`src/rtl/fft_mem_pkg.sv`:
```
// Shared constants, control-state bundle and address bit-reversal
// for the FFT ping-pong frame memory.
package fft_mem_pkg;

  localparam int DATA_W_DEF = 32;
  localparam int ADDR_W_DEF = 4;

  typedef struct packed {
    logic load_full;
    logic core_busy;
    logic bank_sel;
    logic core_start;
    logic overflow_err;
  } ctrl_t;

  // Reverse the low w bits of a (w <= 16).
  function automatic logic [15:0] bitrev(
    input logic [15:0] a,
    input int unsigned w
  );
    logic [15:0] r;
    r = {<<{a}};
    return r >> (16 - w);
  endfunction

endpackage

```
`src/rtl/fft_mem_bank.sv`:
```
// One DEPTH x DATA_W bank: two registered read ports, three write ports
// (1, 2 = core with 2 winning a collision; l = load port, lowest priority).
module fft_mem_bank #(
  parameter int DATA_W = 32,
  parameter int ADDR_W = 4
) (
  input  logic              clk,
  input  logic              rst_n,
  input  logic              wr_en_1,
  input  logic [ADDR_W-1:0] wr_addr_1,
  input  logic [DATA_W-1:0] wr_data_1,
  input  logic              wr_en_2,
  input  logic [ADDR_W-1:0] wr_addr_2,
  input  logic [DATA_W-1:0] wr_data_2,
  input  logic              wr_en_l,
  input  logic [ADDR_W-1:0] wr_addr_l,
  input  logic [DATA_W-1:0] wr_data_l,
  input  logic [ADDR_W-1:0] rd_addr_1,
  input  logic [ADDR_W-1:0] rd_addr_2,
  output logic [DATA_W-1:0] rd_data_1,
  output logic [DATA_W-1:0] rd_data_2
);

  localparam int DEPTH = 1 << ADDR_W;

  logic [DATA_W-1:0] mem [DEPTH];

  always_ff @(posedge clk) begin
    if (wr_en_l) mem[wr_addr_l] <= wr_data_l;
    if (wr_en_1) mem[wr_addr_1] <= wr_data_1;
    if (wr_en_2) mem[wr_addr_2] <= wr_data_2;
  end

  always_ff @(posedge clk or negedge rst_n) begin
    if (!rst_n) begin
      rd_data_1 <= '0;
      rd_data_2 <= '0;
    end else begin
      rd_data_1 <= mem[rd_addr_1];
      rd_data_2 <= mem[rd_addr_2];
    end
  end

endmodule

```
`src/rtl/fft_pingpong_mem.sv`:
```
// Ping-pong frame memory: load port fills one bank while the core
// works in the other; banks swap when load is full and core is idle.
module fft_pingpong_mem
  import fft_mem_pkg::*;
#(
  parameter int DATA_W      = DATA_W_DEF,
  parameter int ADDR_W      = ADDR_W_DEF,
  parameter int BITREV_LOAD = 1
) (
  input  logic              clk,
  input  logic              rst_n,
  input  logic              load_wr_en,
  input  logic [ADDR_W-1:0] load_addr,
  input  logic [DATA_W-1:0] load_data,
  input  logic              load_done,
  output logic              load_ready,
  input  logic              core_wr_en_1,
  input  logic              core_wr_en_2,
  input  logic [ADDR_W-1:0] core_wr_addr_1,
  input  logic [ADDR_W-1:0] core_wr_addr_2,
  input  logic [DATA_W-1:0] core_wr_data_1,
  input  logic [DATA_W-1:0] core_wr_data_2,
  input  logic [ADDR_W-1:0] core_rd_addr_1,
  input  logic [ADDR_W-1:0] core_rd_addr_2,
  output logic [DATA_W-1:0] core_rd_data_1,
  output logic [DATA_W-1:0] core_rd_data_2,
  output logic              core_start,
  input  logic              core_done,
  output logic              bank_sel,
  output logic              overflow_err
);

  ctrl_t q, d;
  logic  swap;
  logic  rd_sel;

  assign swap = q.load_full & ~q.core_busy;

  always_comb begin
    d            = q;
    d.core_start = 1'b0;
    if (q.load_full && (load_done || load_wr_en))
      d.overflow_err = 1'b1;
    unique case (1'b1)
      swap: begin
        d.bank_sel   = ~q.bank_sel;
        d.core_busy  = 1'b1;
        d.load_full  = 1'b0;
        d.core_start = 1'b1;
      end
      default: begin
        if (load_done && !q.load_full) d.load_full = 1'b1;
        if (core_done) d.core_busy = 1'b0;
      end
    endcase
  end

  // rd_sel is the owner during the read cycle, so data returned just
  // after a swap still comes from the bank that was addressed.
  always_ff @(posedge clk or negedge rst_n) begin
    if (!rst_n) begin
      q      <= '0;
      rd_sel <= 1'b0;
    end else begin
      q      <= d;
      rd_sel <= q.bank_sel;
    end
  end

  assign load_ready   = ~q.load_full;
  assign core_start   = q.core_start;
  assign bank_sel     = q.bank_sel;
  assign overflow_err = q.overflow_err;

  logic              load_we;
  logic [15:0]       rev;
  logic [ADDR_W-1:0] load_wa;

  assign load_we = load_wr_en & ~q.load_full;
  assign rev     = bitrev(16'(load_addr), ADDR_W);
  assign load_wa = (BITREV_LOAD != 0) ? rev[ADDR_W-1:0] : load_addr;

  logic core_on0, core_on1, load_on0, load_on1;

  assign core_on0 = q.core_busy & ~q.bank_sel;
  assign core_on1 = q.core_busy &  q.bank_sel;
  assign load_on0 = load_we &  q.bank_sel;
  assign load_on1 = load_we & ~q.bank_sel;

  logic [DATA_W-1:0] r1_b0, r2_b0, r1_b1, r2_b1;

  fft_mem_bank #(.DATA_W(DATA_W), .ADDR_W(ADDR_W)) u_bank0 (
    .clk       (clk),
    .rst_n     (rst_n),
    .wr_en_1   (core_wr_en_1 & core_on0),
    .wr_addr_1 (core_wr_addr_1),
    .wr_data_1 (core_wr_data_1),
    .wr_en_2   (core_wr_en_2 & core_on0),
    .wr_addr_2 (core_wr_addr_2),
    .wr_data_2 (core_wr_data_2),
    .wr_en_l   (load_on0),
    .wr_addr_l (load_wa),
    .wr_data_l (load_data),
    .rd_addr_1 (core_rd_addr_1),
    .rd_addr_2 (core_rd_addr_2),
    .rd_data_1 (r1_b0),
    .rd_data_2 (r2_b0)
  );

  fft_mem_bank #(.DATA_W(DATA_W), .ADDR_W(ADDR_W)) u_bank1 (
    .clk       (clk),
    .rst_n     (rst_n),
    .wr_en_1   (core_wr_en_1 & core_on1),
    .wr_addr_1 (core_wr_addr_1),
    .wr_data_1 (core_wr_data_1),
    .wr_en_2   (core_wr_en_2 & core_on1),
    .wr_addr_2 (core_wr_addr_2),
    .wr_data_2 (core_wr_data_2),
    .wr_en_l   (load_on1),
    .wr_addr_l (load_wa),
    .wr_data_l (load_data),
    .rd_addr_1 (core_rd_addr_1),
    .rd_addr_2 (core_rd_addr_2),
    .rd_data_1 (r1_b1),
    .rd_data_2 (r2_b1)
  );

  assign core_rd_data_1 = rd_sel ? r1_b1 : r1_b0;
  assign core_rd_data_2 = rd_sel ? r2_b1 : r2_b0;

endmodule

```
`config.mk`:
```
export PLATFORM = sky130hd
export DESIGN_NAME = fft_pingpong_mem
export DESIGN_NICKNAME = d
export VERILOG_FILES = /design/src/rtl/fft_mem_pkg.sv /design/src/rtl/fft_mem_bank.sv /design/src/rtl/fft_pingpong_mem.sv
export SDC_FILE = /design/constraint.sdc
export NUM_CORES = 2
export LEC_CHECK = 0
export ABC_CLOCK_PERIOD_IN_PS = 4700
export CORE_MARGIN = 3
export CORE_UTILIZATION = 60
export CTS_BUF_LIST = sky130_fd_sc_hd__clkbuf_8 sky130_fd_sc_hd__clkbuf_16
export CTS_CLUSTER_DIAMETER = 120
export DETAILED_ROUTE_END_ITERATION = 16
export GPL_TIMING_DRIVEN = 0
export PLACE_DENSITY = 0.75
export SYNTH_ARGS = -nofsm -noshare
export SYNTH_HDL_FRONTEND = slang
export SYNTH_SLANG_ARGS = --single-unit
```
`constraint.sdc`:
```
create_clock -name clk -period 4.7 [get_ports clk]
set_input_delay 1.41 -clock clk [delete_from_list [all_inputs] [get_ports clk]]
set_output_delay 1.41 -clock clk [all_outputs]
set_load 0.005 [all_outputs]
```
Yosys cells after proc, flatten, opt, wreduce, memory -nomap -nowiden
Memories as Yosys holds them, arrays and structs flattened. A register that Yosys moved wholly into a read port is not among the register bits.
Cells that the tools add are included.
{ "word_totals": {"register_bits": 6, "mem_bits_rw": 1024, "input_bits": 123, "output_inout_bits": 68, "n_memories": 2} }
{ "memory_table": {"columns": ["memory", "depth", "width", "rd", "rd_clocked_by_memory_dff", "wr", "line_no", "rtl"], "rows": [
  ["u_bank0.mem", 16, 32, 2, 2, 2, "fft_mem_bank.sv:26", "logic [DATA_W-1:0] mem [DEPTH];"],
  ["u_bank1.mem", 16, 32, 2, 2, 2, "fft_mem_bank.sv:26", null]
]} }
{ "op_classes": {"mux": 24, "bitwise_logic": 13, "n_reduce_logical": 12} }
{ "ops": {"columns": ["cell", "n"], "rows": [
  ["2-to-1 mux 32 bit", 4],
  ["OR reduction 32 bit", 2],
  ["2-to-1 mux 1 bit", 17],
  ["AND 1 bit", 10],
  ["2-to-1 mux 4 bit", 2],
  ["logical NOT 1 bit", 5],
  ["nonzero test 2 bit", 2],
  ["inverter 1 bit", 3],
  ["logical AND 1 bit", 2],
  ["2-to-1 mux 2 bit", 1],
  ["logical OR 1 bit", 1]
]} }

Longest topological paths before layout
{ "depth": {"ltp_word": 7, "mapped_depth": 7, "mapped_depth_nobuf": 3} }

Cells and area by module
Synthesis repeated with hierarchy kept, for this count alone.
{ "hier_totals": {"cells_unflattened": 7710, "hier_area_um2": 77414.2} }
{ "modules_own_cells": {"columns": ["mod", "n_inst", "cells_per_inst", "area_per_inst_um2", "seq_area_each_um2"], "rows": [
  ["fft_mem_bank at u_bank0", 1, 3809, 38047.7, 16976.3],
  ["fft_mem_bank at u_bank1", 1, 3809, 38044.0, 16976.3],
  ["fft_pingpong_mem", 1, 92, 1322.5, 150.1]
]} }

Worst setup path after synthesis
Ideal clock, no wire load.
{ "synth_timing": {"path_kind": "in2reg", "from": "input core_wr_en_1", "to": "memory u_bank0.mem[3][0], enable pin", "setup_time_ns": 0.470, "arrival_ns": 4.505, "setup_slack_ns": -0.275, "stages": 4, "path_buffers": 1, "path_cell_list": "nand3b_4 -> buf_6 -> mux2_2 -> o31ai_1"} }
{ "synth_lines": {"columns": ["item", "line_no", "rtl"], "rows": [
  ["start, declared", "fft_pingpong_mem.sv:17", "input logic core_wr_en_1,"],
  ["end, declared", "fft_mem_bank.sv:26", null]
]} }

Worst setup path in the final report
{ "layout_timing": {"from": "register rd_sel", "to": "output core_rd_data_2[1]"} }
{ "layout_between": {"elab_chain_len": 1} }
{ "layout_rtl": {"columns": ["item", "line_no", "rtl"], "rows": [
  ["start, declared", "fft_pingpong_mem.sv:35", "logic rd_sel;"],
  ["start signal, assigned", "fft_pingpong_mem.sv:66", "rd_sel <= q.bank_sel;"],
  ["2-to-1 mux 32 bit", "fft_pingpong_mem.sv:129", "assign core_rd_data_2 = rd_sel ? r2_b1 : r2_b0;"],
  ["end, declared", "fft_pingpong_mem.sv:26", "output logic [DATA_W-1:0] core_rd_data_2,"]
]} }
Every way passes these cells.

==> flow_summary.yaml <==
floorplanning:
  die_w_um: 337.6
  die_h_um: 337.6
  ios: 191
  die_area_sq_um: 113900
  rows: 120
  initial_utilization_pct: 61.01
  core_region_area_sq_um: 108100
cts:
  clk_latency_ns: 0.73
  clkTransAtPathRegs_ns: 0.07
  cts_tree: "built"
  clkSinkCount: 1158
  htree_levels: 3
  postCtsHoldBufs: 0
  clk_path_buf_depth: 3
  cts_setup_buffers: 0
  cts_root_buf: "clkbuf_16"
  cts-buffers-inserted: 121
critical_path:
  cp_max_fo: 10
  crit_arrival_ns: 3.31
  r2r_setup_slack_ns: 0.75
  start_kind: "flop"
  r2r_cells: 9
  timing_worst_setup_path_type: "reg2out"
  cp-end-kind: "primary output"
  cp_data_required_time_ns: 3.29
  regToRegStartpoint: "bank_sel"
  rr_endpoint: "u_bank0.mem[7][19]"
synth:
  synth_area_per_cell_sq_um: 17.38
  ys_seq_area_share_pct: 51.70
  synth_cell_types: 37
  yosysTopAreaCell: "edfxtp_1"
  async_flop_share_pct: 11.57
  synthFlopType: "edfxtp_1"
  synth_most_common_cell: "edfxtp_1"
  synth_cells: 3794
  syn_area_sq_um: 65960
  ys_warn_count: 0
  ys_ff_latch: 1158
  synth_top_area_share_pct: 46.62
  synth_area_leaders: "edfxtp_1, mux4_2, mux2_2"
  synth_common_cells: "edfxtp_1, mux2_2, mux4_2"
  synth_nets: 3917
  synth_edf_count: 1024
run:
  drv_cap: 3
min_path:
  hold_depth: 1
  worstHoldEndpoint: "overflow_err"
  timing.hold.worst.class: "reg2reg"
  worstHoldStart: "overflow_err"
detailed_routing:
  vias: 42660
  viasPerCell: 7.497
  wl_mm: 229.5
  first_iter_violations: 6833
  drc_errors: 0
  drt-pass1-iter-count: 8
  routedWlPerCell_um: 40.34
  detail-route-antenna-nets: 0
global_route:
  grt_first_pass_wirelength_mm: 316.6
  antenna_found_initial: 8
  grtUsageTotal_pct: 40.37
  grt_max_degree: 82
  grt_pass1_vias: 43360
  overflow: 0
timing:
  hold_viol: 0
  min_period_ns: 4.724
  rsz0062_at_grt: "false"
  setup_ws_ns: -0.02436
  fin_tns_setup_ns: -0.02436
  tightest_slew_ns: 1.578
  slew_viol_final: 22
  fmax_mhz: 211.7
  setup_viol: 1
  slew_headroom_pct: -5.584
  finalClockSkew_ns: 0.02039
  whs_ns: 0.4890
  period_share_pct: 100.5
layout:
  final_util_pct: 69.74
  synthToLayoutAreaGrowth_pct: 14.31
  fin_nets: 4298
  finalNonFillerCells: 5690
  drive_gt1_share_pct: 51.27
outcome:
  violations: "max-capacitance violations, max-slew violations, negative setup slack"
  outcome: "finished, violations left"
pwr:
  p_leak_nw: 27.07
  powerDensity_nw_per_um2: 396.0
  irDropWorstVdd_mv: 0.2900
placement:
  gp_congestion: 0.9170
  placed_cells: 5456
  portBuffers: 186
  hpwl_mm: 158.3
  pre_cts_slack_ns: -0.5659
[through the flow]
| step | total power [mW] | cell area, sq um |
|---|---|---|
| after floorplan | 17.29 | 65960 |
| after global placement | 19.71 | 69580 |
| after detailed placement | 20.05 | 71360 |
| after CTS | 29.64 | 75380 |
| after global routing | 30.51 | 75380 |
| final | 29.85 | 75390 |
[cell usage in the layout (no fill, tap or decap), drive strengths merged, types with 17 or more instances in the layout]
cell           count
buf              323
a22oi            259
dfrtp            134
clkdlybuf4s50    185
inv               24
nand2            132
nand3             33
clkinv            52
mux2            1156
mux4             512
o21ai             17
edfxtp          1024
clkbuf           340
[layout make-up]
| cell class | instances | area (sq um) |
|---|---|---|
| clock inverters | 94 | 724.4 |
| repair buffers | 259 | 3249 |
| flip-flops and latches | 1158 | 34100 |
| multi-input cells | 2180 | 29890 |
| well taps | 1403 | 1755 |
| fillers | 7148 | 32710 |
| diodes | 4 | 10.01 |
| inverters | 3 | 11.26 |
| plain buffers | 452 | 2355 |
| clock buffers | 137 | 3293 |
[power breakdown]
group	internal [mW]	switching, mW	total (mW)
Clock	5.54	4.26	9.80
Sequential	12.3	0.287	12.6
Combinational	3.68	3.77	7.45
[worst max-delay path: stages (launching register included)]
cell	delay, ns
dfrtp_1	0.96
clkbuf_2	0.69
mux2_2	0.47
clkdlybuf4s50_1	0.46
[flip-flops by register name, indices dropped and copies added, names as in the netlist]
register           count
bank_sel               1
core_start             1
overflow_err           1
q                      2
rd_sel                 1
u_bank0.mem          512
u_bank0.rd_data_1     32
u_bank0.rd_data_2     32
u_bank1.mem          512
u_bank1.rd_data_1     32
u_bank1.rd_data_2     32
[how the worst max path moves through the flow]
stage,startpoint,end,slack (ns),cells past startpoint
after CTS,rd_sel,core_rd_data_2[22],0.02,3
after global routing,core_wr_en_1,u_bank0.mem[7][21],0.06,9
final,rd_sel,core_rd_data_2[1],-0.02,3
after global placement,core_wr_en_1,u_bank0.mem[10][8],-5.35,6
after floorplan,core_wr_en_1,u_bank0.mem[3][0],-0.28,4
after detailed placement,core_wr_en_1,u_bank0.mem[7][12],-0.57,9
[repair_timing]
item,CTS,global route
gates resized for setup,4,2
endpoints found under the setup margin,60,1
endpoints found under the hold margin,0,0
[kinds of logic after synthesis]
family	after synthesis	synth area share, %
muxes	1678	39.53
buffers and inverters	456	3.583
xor gates and xnor gates	1	0.01328
DFF	1158	51.70
AOI/OAI and AO/OA	296	3.306
and+or+nand+nor	205	1.867
[metal layers]
metal  part of all wire [%]  vias to the layer above  track usage, %
li1                       -                    16330               -
met1                     34                    21780           51.05
met2                     45                     3613           62.12
met3                     14                      926           12.69
met4                    7.1                        8           22.90
met5                  0.024                        -               0
Note: power is estimated with default switching activity, not from simulation.
